<file path="src/rtl/uart_frame_loader.sv">
// uart_frame_loader
//   Collects bytes from the UART receiver into one frame of N_POINTS complex
//   samples (real byte, then imaginary byte). Each sample lands in its
//   bit-reversed slot, so the first radix-2 butterfly stage can read the frame
//   in natural order. The finished frame is offered with frame_valid and held
//   frozen until frame_ready is seen.
//
//   Ports
//     clk          system clock
//     rst          asynchronous, active-low reset
//     rx_valid     one-cycle strobe, rx_byte carries a new byte
//     rx_byte      received byte
//     frame_data   flattened frame; slot k = [k*2*BYTE_W +: 2*BYTE_W],
//                  real in the upper half, imag in the lower half
//     frame_valid  frame complete and stable
//     frame_ready  consumer accepts the frame (only looked at while holding)
//     overrun      sticky: a byte arrived while a frame was held
//     timeout_evt  one-cycle pulse: a partial frame was discarded

// One complex sample slot with independent real/imag byte writes.
module uart_frame_slot #(
    parameter int BYTE_W = 8
) (
    input  logic                clk,
    input  logic                rst,
    input  logic                wr_re,
    input  logic                wr_im,
    input  logic [BYTE_W-1:0]   din,
    output logic [2*BYTE_W-1:0] q
);
    always_ff @(posedge clk or negedge rst) begin
        if (!rst) begin
            q <= '0;
        end else begin
            if (wr_re) q[2*BYTE_W-1:BYTE_W] <= din;
            if (wr_im) q[BYTE_W-1:0]        <= din;
        end
    end
endmodule

module uart_frame_loader #(
    parameter int N_POINTS       = 8,
    parameter int BYTE_W         = 8,
    parameter int TIMEOUT_CYCLES = 65535
) (
    input  logic                           clk,
    input  logic                           rst,
    input  logic                           rx_valid,
    input  logic [BYTE_W-1:0]              rx_byte,
    output logic [N_POINTS*2*BYTE_W-1:0]   frame_data,
    output logic                           frame_valid,
    input  logic                           frame_ready,
    output logic                           overrun,
    output logic                           timeout_evt
);
    localparam int LOG2N  = $clog2(N_POINTS);
    localparam int B_W    = LOG2N + 1;
    localparam int IDLE_W = (TIMEOUT_CYCLES > 1) ? $clog2(TIMEOUT_CYCLES + 1) : 1;
    localparam bit TIMEOUT_EN = (TIMEOUT_CYCLES > 0);

    localparam logic [B_W-1:0]    LAST_BYTE = B_W'(2 * N_POINTS - 1);
    // Counter value on the final idle cycle; the expiry edge is the one that
    // would have taken the count to TIMEOUT_CYCLES.
    localparam logic [IDLE_W-1:0] IDLE_LAST = IDLE_W'(TIMEOUT_EN ? TIMEOUT_CYCLES - 1 : 0);

    typedef enum logic {
        FILL,
        HOLD
    } state_t;

    state_t              state;
    logic [B_W-1:0]      byte_cnt;
    logic [IDLE_W-1:0]   idle_cnt;

    logic [N_POINTS-1:0][2*BYTE_W-1:0] slot_q;
    logic [LOG2N-1:0]    slot_idx;
    logic                wr_en;

    function automatic logic [LOG2N-1:0] bitrev(input logic [LOG2N-1:0] v);
        logic [LOG2N-1:0] r;
        for (int i = 0; i < LOG2N; i++) r[i] = v[LOG2N-1-i];
        return r;
    endfunction

    // Bytes are only written while filling; anything arriving in HOLD is lost.
    assign wr_en    = (state == FILL) && rx_valid;
    assign slot_idx = bitrev(byte_cnt[B_W-1:1]);

    for (genvar k = 0; k < N_POINTS; k++) begin : g_slot
        logic hit;
        assign hit = wr_en && (slot_idx == LOG2N'(k));

        uart_frame_slot #(
            .BYTE_W (BYTE_W)
        ) u_slot (
            .clk   (clk),
            .rst   (rst),
            .wr_re (hit && !byte_cnt[0]),
            .wr_im (hit &&  byte_cnt[0]),
            .din   (rx_byte),
            .q     (slot_q[k])
        );
    end

    assign frame_data = slot_q;

    always_ff @(posedge clk or negedge rst) begin
        if (!rst) begin
            state       <= FILL;
            byte_cnt    <= '0;
            idle_cnt    <= '0;
            frame_valid <= 1'b0;
            overrun     <= 1'b0;
            timeout_evt <= 1'b0;
        end else begin
            timeout_evt <= 1'b0;
            case (state)
                FILL: begin
                    if (rx_valid) begin
                        // A byte always wins over a coincident timeout expiry.
                        idle_cnt <= '0;
                        if (byte_cnt == LAST_BYTE) begin
                            byte_cnt    <= '0;
                            state       <= HOLD;
                            frame_valid <= 1'b1;
                        end else begin
                            byte_cnt <= byte_cnt + B_W'(1);
                        end
                    end else if (TIMEOUT_EN && byte_cnt != '0) begin
                        if (idle_cnt == IDLE_LAST) begin
                            // Partial frame dropped; slot contents are left as-is
                            // since the next full frame overwrites every slot.
                            byte_cnt    <= '0;
                            idle_cnt    <= '0;
                            timeout_evt <= 1'b1;
                        end else begin
                            idle_cnt <= idle_cnt + IDLE_W'(1);
                        end
                    end else begin
                        idle_cnt <= '0;
                    end
                end
                HOLD: begin
                    idle_cnt <= '0;
                    if (rx_valid) overrun <= 1'b1;
                    if (frame_ready) begin
                        frame_valid <= 1'b0;
                        byte_cnt    <= '0;
                        state       <= FILL;
                    end
                end
                default: state <= FILL;
            endcase
        end
    end
endmodule

</file>
<file path="config.mk">
export PLATFORM = sky130hd
export DESIGN_NAME = uart_frame_loader
export DESIGN_NICKNAME = d
export VERILOG_FILES = /design/src/rtl/uart_frame_loader.sv
export SDC_FILE = /design/constraint.sdc
export NUM_CORES = 1
export LEC_CHECK = 0
export CAP_MARGIN = 20
export CORE_ASPECT_RATIO = 0.6
export CORE_MARGIN = 3
export CORE_UTILIZATION = 44
export CTS_BUF_LIST = sky130_fd_sc_hd__clkbuf_8
export DETAILED_ROUTE_END_ITERATION = 12
export DONT_BUFFER_PORTS = 1
export PLACE_DENSITY_LB_ADDON = 0.12
export SETUP_SLACK_MARGIN = 0.2
export SLEW_MARGIN = 15
export SYNTH_ARGS = -nofsm -noshare
export SYNTH_HDL_FRONTEND = slang
export SYNTH_SLANG_ARGS = --single-unit
</file>
<file path="constraint.sdc">
create_clock -name clk -period 1.88 [get_ports clk]
set_input_delay 0.094 -clock clk [delete_from_list [all_inputs] [get_ports clk]]
set_output_delay 0.094 -clock clk [all_outputs]
set_load 0.02 [all_outputs]
</file>
==> results of run 1 <==
[power breakdown]
group / switching (W) / total [W] / leakage, nW / internal, W
Combinational: 0.000864 / 0.00222 / 1.13 / 0.00135
Clock: 0.00132 / 0.00253 / 0.197 / 0.00121
Sequential: 0.00256 / 0.00706 / 1.95 / 0.00450
Total: 0.00475 / 0.0118 / 3.27 / 0.00706
[layout by cell type (no fill, tap or decap), types with 5 or more instances in the layout]
| master | instances |
|---|---|
| xnor2_1 | 8 |
| dlygate4sd3_1 | 10 |
| nor4_1 | 5 |
| mux2_4 | 15 |
| inv_1 | 5 |
| buf_4 | 19 |
| nand2_2 | 6 |
| nand3_1 | 9 |
| mux2_2 | 113 |
| dfrtp_1 | 147 |
| xor2_1 | 6 |
| clkbuf_8 | 17 |
| dfrtp_2 | 5 |
| and3_1 | 6 |
| nand2_1 | 11 |
| nor2_1 | 11 |
| nor2_2 | 12 |
| nand4_1 | 5 |
[timing repair]
item | in CTS | in global routing
endpoints found under the hold margin | 288 | 152
buffers inserted | 2 | 5
setup endpoints to repair | 58 | 125
resized for setup | 8 | 24
pin swaps | 1 | 5
[path summary, 6_finish.rpt]
path                                    from               endpoint  slack (ns)  depth (start not counted)
max in group asynchronous                rst  g_slot[7].u_slot.q[6]        2.34                          0
worst min-delay path                     rst  g_slot[6].u_slot.q[2]       -0.65                          0
worst min register to register  idle_cnt[15]           idle_cnt[15]        0.58                          2
min in group clk                    rx_valid            byte_cnt[0]        0.07                          4
worst max register to register         state  g_slot[3].u_slot.q[8]        0.18                          5
worst max-delay path                   state  g_slot[3].u_slot.q[8]        0.18                          5
[flip-flops by register name (all words and copies together) (netlist names)]
signal           cells
overrun              1
g_slot.u_slot.q    128
state                1
timeout_evt          1
frame_valid          1
idle_cnt            16
byte_cnt             4
[kinds of logic after synthesis]
family	count (synthesis)	share of synthesized area
DFF	152	0.6143
buffers and inverters	25	0.02102
AOI/OAI and AO/OA	13	0.01415
adders and majority gates	4	0.008083
xor gates and xnor gates	14	0.01980
and+or+nand+nor	85	0.08507
muxes	128	0.2376
[stage by stage]
stage	instance area (sq um)	hold slack (ns)
after floorplan	6192	-0.2016
after global placement	6482	-0.1947
final	7124	-0.6522
after CTS	7019	-0.6944
after detailed placement	6482	-0.1942
after global routing	7124	-0.7132
[per-layer routing]
metal,vias to the layer above,global-route usage
met2,114,0.2819
li1,1570,-
met4,0,0.05918
met5,-,0
met1,1929,0.2815
met3,12,0.07885
[final cells by class]
cell class / count / share of cell area
clock buffers: 17 / 0.03284
clock inverters: 14 / 0.02301
inverters: 7 / 0.004391
multi-input cells: 244 / 0.3261
flip-flops and latches: 152 / 0.5348
well taps: 187 / 0.03284
repair buffers: 35 / 0.04601
==> impl_metrics.env, run 1 <==
export IMPL_fmax_ghz=0.5877
export IMPL_routed_wl_mm=15.22
export IMPL_yosys_warnings=0
export IMPL_synthDistinctLibCells=42
export IMPL_synth_most_common_cell="dfrtp_1"
export IMPL_outcome="finished, violations left"
export IMPL_dpl_hpwl_mm=10.06
export IMPL_setup_viol=0
export IMPL_ys_seq_elements=152
export IMPL_setup_ws_ns=0.1784
export IMPL_wl_met3_mm=1.204
export IMPL_setup_tns_ns=0
export IMPL_fin_hold_ws_ns=-0.6522
export IMPL_cts_buffers=17
export IMPL_fill_cells=1145
export IMPL_hold_viol_final=152
export IMPL_synth_commonest_cells="dfrtp_1 (152), mux2_2 (120), nand2_1 (17)"
export IMPL_cap_violations=0
export IMPL_synth_edff_count=0
export IMPL_grt_use_total=0.1985
export IMPL_placedCellCount=608
export IMPL_worstPathRequired_ns=2.20
export IMPL_wl_per_cell_um=23.20
export IMPL_portBuffers=0
export IMPL_crit_path_start_kind="flop"
export IMPL_synth_flop_cell="dfrtp_1"
export IMPL_syn_nets=437
export IMPL_period_needed_ns=1.702
export IMPL_power_total_w=0.01181
export IMPL_yosysSeqAreaShare=0.6143
export IMPL_drive_gt1_frac=0.4733
export IMPL_area_delta_synth_final_pct=15.05
export IMPL_fin_nets=473
export IMPL_power_leakage_nw=3.274
export IMPL_diodes=0
export IMPL_path_delay_family="simple AND/OR/NAND/NOR gates"
export IMPL_dr_wl_met2_mm=6.634
export IMPL_grt_pass1_vias=3777
export IMPL_cts_tree="built"
export IMPL_relSlewSlack=0.4301
export IMPL_num_vias=3625
export IMPL_min_period_over_period=0.9051
export IMPL_max_stage_delay_ns=0.41
export IMPL_clockBufferDepth=2
export IMPL_num_rows=32
export IMPL_hp_class="primary input to async pin"
export IMPL_ff_latch_area_sq_um=3810
export IMPL_final_antenna_net_count=0
export IMPL_path_cells="nand2b_2 > nor3_2 > and3_1 > buf_12 > mux2_2"
export IMPL_netlist_area_sq_um=6192
export IMPL_crit_path_top_delay_cell="dfrtp_1"
export IMPL_critPathArrivalTime_ns=2.02
export IMPL_pre_cts_ws_ns=0.1171
export IMPL_place_gp_congestion=0.7947
export IMPL_worstSetupPathType="flop to flop"
export IMPL_ctsHoldBuffers=10
export IMPL_cts_max_level=4
export IMPL_cts_root_buf="clkbuf_8"
export IMPL_grt_pass1_wl_mm=23.65
export IMPL_power_density_nw_per_um2=1658
export IMPL_clock_sinks=152
export IMPL_io_pins=143
export IMPL_first_iter_violations=179
export IMPL_rsz0062_at_grt="yes"
export IMPL_skew_ns=0.01632
export IMPL_drv_slew=0
export IMPL_syn_inst=421
export IMPL_highest_layer="met4"
export IMPL_multi_input_area_sq_um=2323
export IMPL_die_h_um=97.89
export IMPL_viasPerCell=5.526
export IMPL_drt_met1_wl_mm=7.228
export IMPL_synthArstFlopShare=1.000
export IMPL_die_w_um=159.2
export IMPL_crit_path_end_kind="flop"
export IMPL_fin_util=0.5360
export IMPL_netlist_area_leader_share=0.6143
export IMPL_worstSkewPairLatency_ns=0.44
export IMPL_grt_ovfl_total=0
export IMPL_final_cells=656
export IMPL_path_max_fanout=8
export IMPL_antenna_found_initial=0
export IMPL_syn_avg_cell_area_sq_um=14.71
export IMPL_die_area_sq_um=15580
export IMPL_clk_pin_slew_ns=0.09
export IMPL_core_area_sq_um=13290
export IMPL_grt_start_max_net_pins=153
export IMPL_initial_utilization=0.4658
export IMPL_violations="negative hold slack"
export IMPL_synth_area_leaders="dfrtp_1 (61%), mux2_2 (22%), mux2_4 (1.9%)"
export IMPL_synth_area_leader_cell="dfrtp_1"
export IMPL_critPathBufInv=1
export IMPL_tightest_slew_ns=0.8520
export IMPL_irDropWorstVdd_uv=837.7
export IMPL_drt_first_pass_iters=4
export IMPL_drc=0
Power figures use the tool's default switching activity.
==> run 2: changes to the inputs <==
Settings changed: ABC_AREA set to 1.
==> run 2 against run 1 <==
The flow still finishes with violations (negative hold slack). Die area down 1.8%. Cell area down 5.9%. Synthesized cell count up 46%. Worst setup slack better by 0.16 ns. Non-clock buffer count down 15. Clock skew up 0.00088 ns. Sequential cell count unchanged. Critical path depth up 1. Fmax up 10%. Utilization down 2.7 points. Highest routed layer unchanged.
==> impl_metrics.env, run 2 <==
export IMPL_outcome="finished, violations left"
export IMPL_violations="negative hold slack"
export IMPL_synth_xor_area_share=0.007208
export IMPL_netlist_area_leader_share=0.6260
export IMPL_syn_avg_cell_area_sq_um=9.863
export IMPL_routed_wl_mm=15.18
export IMPL_min_period_over_period=0.8201
export IMPL_clock_sinks=152
export IMPL_synth_adder_area_share=0.008237
export IMPL_crit_cells=6
export IMPL_synth_flop_cell="dfrtp_1"
export IMPL_synth_compound_area_frac=0.1254
export IMPL_hp_class="primary input to async pin"
export IMPL_critPathBufInv=0
export IMPL_critPathArrivalTime_ns=1.84
export IMPL_irDropWorstVdd_uv=604.2
export IMPL_multi_input_area_sq_um=1983
export IMPL_drive_gt1_frac=0.1411
export IMPL_dpl_hpwl_mm=10.13
export IMPL_synth_area_leader_cell="dfrtp_1"
export IMPL_setup_tns_ns=0
export IMPL_grt_ovfl_total=0
export IMPL_yosys_warnings=0
export IMPL_synth_commonest_cells="nand2_1 (176), dfrtp_1 (152), o21ai_0 (82)"
export IMPL_top_regs="g_slot.u_slot.q x128, idle_cnt x16, byte_cnt x4"
export IMPL_layout_common_cells="nand2_1 (176), dfrtp_1 (151), o21ai_0 (82)"
export IMPL_num_rows=32
export IMPL_ctsHoldBuffers=2
export IMPL_cts_tree="built"
export IMPL_clk_pin_slew_ns=0.09
export IMPL_crit_path_top_delay_cell="dfrtp_1"
export IMPL_skew_ns=0.01720
export IMPL_synthDistinctLibCells=31
export IMPL_viasPerCell=5.210
export IMPL_drt_met1_wl_mm=6.903
export IMPL_synth_most_common_cell="nand2_1"
export IMPL_drv_slew=0
export IMPL_highest_layer="met4"
export IMPL_power_density_nw_per_um2=1781
export IMPL_grt_start_max_net_pins=153
export IMPL_yosys_area_share_simple=0.1818
export IMPL_layout_commonest_cell="nand2_1"
export IMPL_syn_inst=616
export IMPL_top_register="g_slot.u_slot.q"
export IMPL_area_delta_synth_final_pct=10.38
export IMPL_period_needed_ns=1.542
export IMPL_path_max_fanout=16
export IMPL_first_iter_violations=382
export IMPL_io_pins=143
export IMPL_fill_cells=1206
export IMPL_netlist_area_sq_um=6076
export IMPL_power_total_w=0.01194
export IMPL_drt_first_pass_iters=5
export IMPL_path_delay_family="simple AND/OR/NAND/NOR gates"
export IMPL_synthArstFlopShare=1.000
export IMPL_path_cells="nor2_4 > nand2_4 > nor3_4 > nand2_2 > nand2_1 > o21ai_2"
export IMPL_crit_path_end_kind="flop"
export IMPL_crit_path_start_kind="flop"
export IMPL_core_area_sq_um=13170
export IMPL_critPathLaunch="state"
export IMPL_largest_register_ffs=128
export IMPL_cts_root_buf="clkbuf_8"
export IMPL_portBuffers=0
export IMPL_fmax_ghz=0.6486
export IMPL_diodes=0
export IMPL_grt_use_total=0.2025
export IMPL_drc=0
export IMPL_ys_seq_elements=152
export IMPL_r2r_start="state"
export IMPL_place_gp_congestion=0.8476
export IMPL_wl_met3_mm=1.840
export IMPL_grt_pass1_wl_mm=23.82
export IMPL_worstPathRequired_ns=2.18
export IMPL_yosysSeqAreaShare=0.6260
export IMPL_tightest_slew_ns=0.8019
export IMPL_synth_top_family_by_area="simple AND/OR/NAND/NOR gates"
export IMPL_grt_pass1_vias=4070
export IMPL_worstSetupPathType="flop to flop"
export IMPL_cap_violations=0
export IMPL_cts_buffers=17
export IMPL_num_vias=4210
export IMPL_initial_utilization=0.4612
export IMPL_worstRegToRegCells=6
export IMPL_relSlewSlack=0.4648
export IMPL_power_leakage_nw=3.166
export IMPL_rsz0062_at_grt="yes"
export IMPL_synth_area_leaders="dfrtp_1 (63%), nand2_1 (11%), o21ai_0 (6.8%)"
export IMPL_wl_per_cell_um=18.79
export IMPL_synthMuxAreaShare=0
export IMPL_setup_viol=0
export IMPL_fin_hold_ws_ns=-0.6606
export IMPL_antenna_found_initial=0
export IMPL_ff_latch_area_sq_um=3805
export IMPL_clockBufferDepth=2
export IMPL_hold_viol_final=152
export IMPL_die_w_um=157.7
export IMPL_cts_setup_buffers=0
export IMPL_die_area_sq_um=15300
export IMPL_cts_max_level=4
export IMPL_worstSkewPairLatency_ns=0.44
export IMPL_max_stage_delay_ns=0.47
export IMPL_synth_edff_count=0
export IMPL_die_h_um=97.03
export IMPL_final_antenna_net_count=0
export IMPL_fin_nets=642
export IMPL_dr_wl_met2_mm=6.307
export IMPL_syn_nets=632
## run 2: worst paths after layout
| path | end | slack (ns) |
|---|---|---|
| setup / recovery | g_slot[6].u_slot.q[8] | 0.34 |
| hold / removal | g_slot[2].u_slot.q[1] | -0.66 |
| setup reg to reg | g_slot[6].u_slot.q[8] | 0.34 |
| hold reg to reg | idle_cnt[0] | 0.49 |
| max in group asynchronous | g_slot[0].u_slot.q[1] | 2.28 |
| min in group clk | g_slot[4].u_slot.q[7] | 0.06 |
## run 2: final cells by class
type                            count  share of cell area
Clock buffer                       17             0.03489
Inverter                           32             0.01791
Tap cell                          170             0.03172
Clock inverter                     14             0.02929
Sequential cell                   152              0.5674
Multi-Input combinational cell    403              0.2957
Timing Repair Buffer               20             0.02313
## run 2: stage by stage
| step | hold WS (ns) | instances | instance area [sq um] | util | setup slack, ns |
|---|---|---|---|---|---|
| 2_1_floorplan | -0.2016 | 616 | 6076 | - | 0.4363 |
| 4_1_cts | -0.6892 | 808 | 6683 | 0.5073 | 0.2251 |
| 6_report | -0.6606 | 808 | 6706 | 0.5091 | 0.3382 |
| 3_3_place_gp | -0.1976 | 775 | 6232 | 0.4731 | 0.3237 |
| 5_1_grt | -0.7177 | 808 | 6706 | 0.5091 | 0.1932 |
| 3_5_place_dp | -0.1981 | 775 | 6232 | 0.4731 | 0.2571 |
## run 2: metal layers
layer  track usage  vias up
li1              -     2027
met1        0.2932     2020
met2        0.2745      153
met3        0.1028       10
met4       0.03800        0
met5             0        -
## run 2: worst register-to-register path, stage by stage, from the launching register on
cell     delay, ns
dfrtp_1       0.47
nor2_4        0.21
nand2_4       0.11
nor3_4        0.17
nand2_2       0.24
nand2_1       0.17
o21ai_2       0.06
## run 2: logic make-up (layout without fill, tap and decap cells)
family	after synthesis	after routing
flops	152	152
xor+xnor	5	5
simple gates	257	257
compound gates	137	137
fa+ha+maj	4	4
buf+inv	61	83
## run 2: what timing repair did
item | CTS | global route
endpoints found under the setup margin | 0 | 54
gates resized for setup | 0 | 6
endpoints found under the hold margin | 158 | 152
## run 2: power breakdown
group          internal, W  total (W)  leakage, nW  switching [W]
registers          0.00453    0.00714         1.97        0.00262
clock network      0.00145    0.00272        0.209        0.00126
logic             0.000842    0.00208        0.989        0.00124
==> run 3: changes to the inputs <==
Settings changed: ABC_AREA 1 to 0.
Clock period 1.88 ns to 1.45 ns, I/O delays scaled along.
==> run 3 against run 2 <==
Critical path type unchanged. Sequential power up 29%. Utilization up 6.4 points. Global-route usage down 0.26 points. Critical endpoint is now g_slot[4].u_slot.q[1]. The flow finishes with violations (negative hold slack, negative setup slack). Largest cell class unchanged. Cell area is 14% higher. Critical path depth shrank 4.
==> impl_metrics.env, run 3 (same netlist as run 1, synthesis figures left out) <==
export IMPL_drc=0
export IMPL_grt_pass1_vias=3879
export IMPL_ctsHoldBuffers=9
export IMPL_drt_first_pass_iters=4
export IMPL_min_period_over_period=1.128
export IMPL_p_int_w=0.009423
export IMPL_tightest_slew_ns=0.7998
export IMPL_layout_common_cells="dfrtp_1 (147), mux2_2 (88), mux2_4 (40)"
export IMPL_path_delay_family="simple AND/OR/NAND/NOR gates"
export IMPL_period_needed_ns=1.636
export IMPL_clk_pin_slew_ns=0.10
export IMPL_area_delta_synth_final_pct=22.93
export IMPL_clock_sinks=152
export IMPL_cts_root_buf="clkbuf_8"
export IMPL_dpl_hpwl_mm=9.958
export IMPL_drv_slew=0
export IMPL_die_w_um=159.2
export IMPL_skew_ns=0.01883
export IMPL_setup_viol=125
export IMPL_r2r_start="byte_cnt[2]"
export IMPL_irDropWorstVdd_uv=1060
export IMPL_routed_wl_mm=15.20
export IMPL_power_leakage_nw=3.524
export IMPL_clockPowerShare=0.209
export IMPL_path_cells="or4_4 > mux2_4"
export IMPL_top_register="g_slot.u_slot.q"
export IMPL_layout_commonest_cell="dfrtp_1"
export IMPL_critPathLaunch="byte_cnt[2]"
export IMPL_diodes=0
export IMPL_hold_viol_final=160
export IMPL_path_max_fanout=8
export IMPL_worstSetupPathType="flop to flop"
export IMPL_power_frac_seq=0.581
export IMPL_crit_path_top_delay_cell="or4_4"
export IMPL_num_vias=3680
export IMPL_violations="negative hold slack, negative setup slack"
export IMPL_core_area_sq_um=13290
export IMPL_crit_path_start_kind="flop"
export IMPL_crit_path_end_kind="flop"
export IMPL_relSlewSlack=0.4650
export IMPL_setup_ws_ns=-0.1856
export IMPL_fin_nets=497
export IMPL_outcome="finished, violations left"
export IMPL_initial_utilization=0.4658
export IMPL_grt_use_total=0.1999
export IMPL_power_switching_w=0.006409
export IMPL_die_area_sq_um=15580
export IMPL_power_density_nw_per_um2=2080
export IMPL_place_gp_congestion=0.8218
export IMPL_rsz0062_at_grt="yes"
export IMPL_cts_tree="built"
export IMPL_grt_start_max_net_pins=153
export IMPL_num_rows=32
export IMPL_clockBufferDepth=2
export IMPL_drive_gt1_frac=0.5324
export IMPL_fmax_ghz=0.6114
export IMPL_worstSkewPairLatency_ns=0.44
export IMPL_grt_pass1_wl_mm=23.85
export IMPL_pre_cts_ws_ns=-0.2020
export IMPL_viasPerCell=5.404
export IMPL_cts_max_level=4
export IMPL_io_pins=143
export IMPL_cts_buffers=17
export IMPL_first_iter_violations=188
export IMPL_largest_register_ffs=128
export IMPL_grt_ovfl_total=0
export IMPL_hp_class="primary input to async pin"
export IMPL_antenna_found_initial=0
export IMPL_die_h_um=97.89
export IMPL_top_regs="g_slot.u_slot.q x128, idle_cnt x16, byte_cnt x4"
export IMPL_critPathBufInv=0
export IMPL_wl_per_cell_um=22.32
export IMPL_max_stage_delay_ns=0.67
export IMPL_comb_power_share=0.211
export IMPL_cap_violations=0
export IMPL_portBuffers=0
export IMPL_netSwitchingFraction=0.4048
export IMPL_fin_hold_ws_ns=-0.6813
export IMPL_critPathArrivalTime_ns=1.95
export IMPL_final_antenna_net_count=0
export IMPL_worstPathRequired_ns=1.76
==> run 3: timing repair <==
item / in CTS / in global routing
gates resized for setup: 43 / 20
pin swaps: 5 / 5
endpoints found under the setup margin: 151 / 151
buffers inserted: 5 / 0
hold endpoints to repair: 296 / 158
==> run 3: area by class of cell <==
class | instances | area (sq um)
fill | 1083 | 5680
sequential | 152 | 3810
multi-input combinational | 244 | 2561
timing repair buffer | 59 | 571.8
clock buffer | 18 | 247.7
tap | 187 | 234.0
clock inverter | 14 | 158.9
inverter | 7 | 28.78
==> run 3: final timing paths <==
kind	endpoint	slack, ns	cells after the start
worst max-delay path	g_slot[4].u_slot.q[1]	-0.19	2
worst min-delay path	g_slot[7].u_slot.q[12]	-0.68	0
worst max register to register	g_slot[4].u_slot.q[1]	-0.19	2
worst min register to register	idle_cnt[0]	0.56	2
max in group asynchronous	state	1.89	0
min in group clk	overrun	-0.25	1
==> run 3: routing by layer <==
| metal | up-vias | track usage | wire length [um] |
|---|---|---|---|
| met2 | 98 | 0.3070 | 7065 |
| li1 | 1611 | - | - |
| met1 | 1956 | 0.2699 | 6716 |
| met3 | 15 | 0.07673 | 1247 |
| met4 | 0 | 0.05111 | 168 |
| met5 | - | 0 | 0 |
==> run 3: power by group through the flow <==
| stage | combinational [W] | sequential (W) | clock (W) |
|---|---|---|---|
| 3_5_place_dp | 0.00284 | 0.00923 | 0 |
| 5_1_grt | 0.00363 | 0.00942 | 0.00356 |
| 3_3_place_gp | 0.00270 | 0.00923 | 0 |
| 6_report | 0.00333 | 0.00919 | 0.00331 |
| 2_1_floorplan | 0.00241 | 0.00862 | 0 |
| 4_1_cts | 0.00327 | 0.00921 | 0.00339 |
==> run 3: metrics by stage <==
step	instance area (sq um)	utilization	TNS (ns)	power [W]	instances
floorplan	6276	-	-7.366	0.01104	421
global placement	6820	0.5131	-16.78	0.01193	635
detailed placement	6820	0.5131	-20.22	0.01207	635
CTS	7531	0.5665	-10.48	0.01586	681
global route	7612	0.5727	-21.91	0.01661	681
finish	7612	0.5727	-11.55	0.01583	681
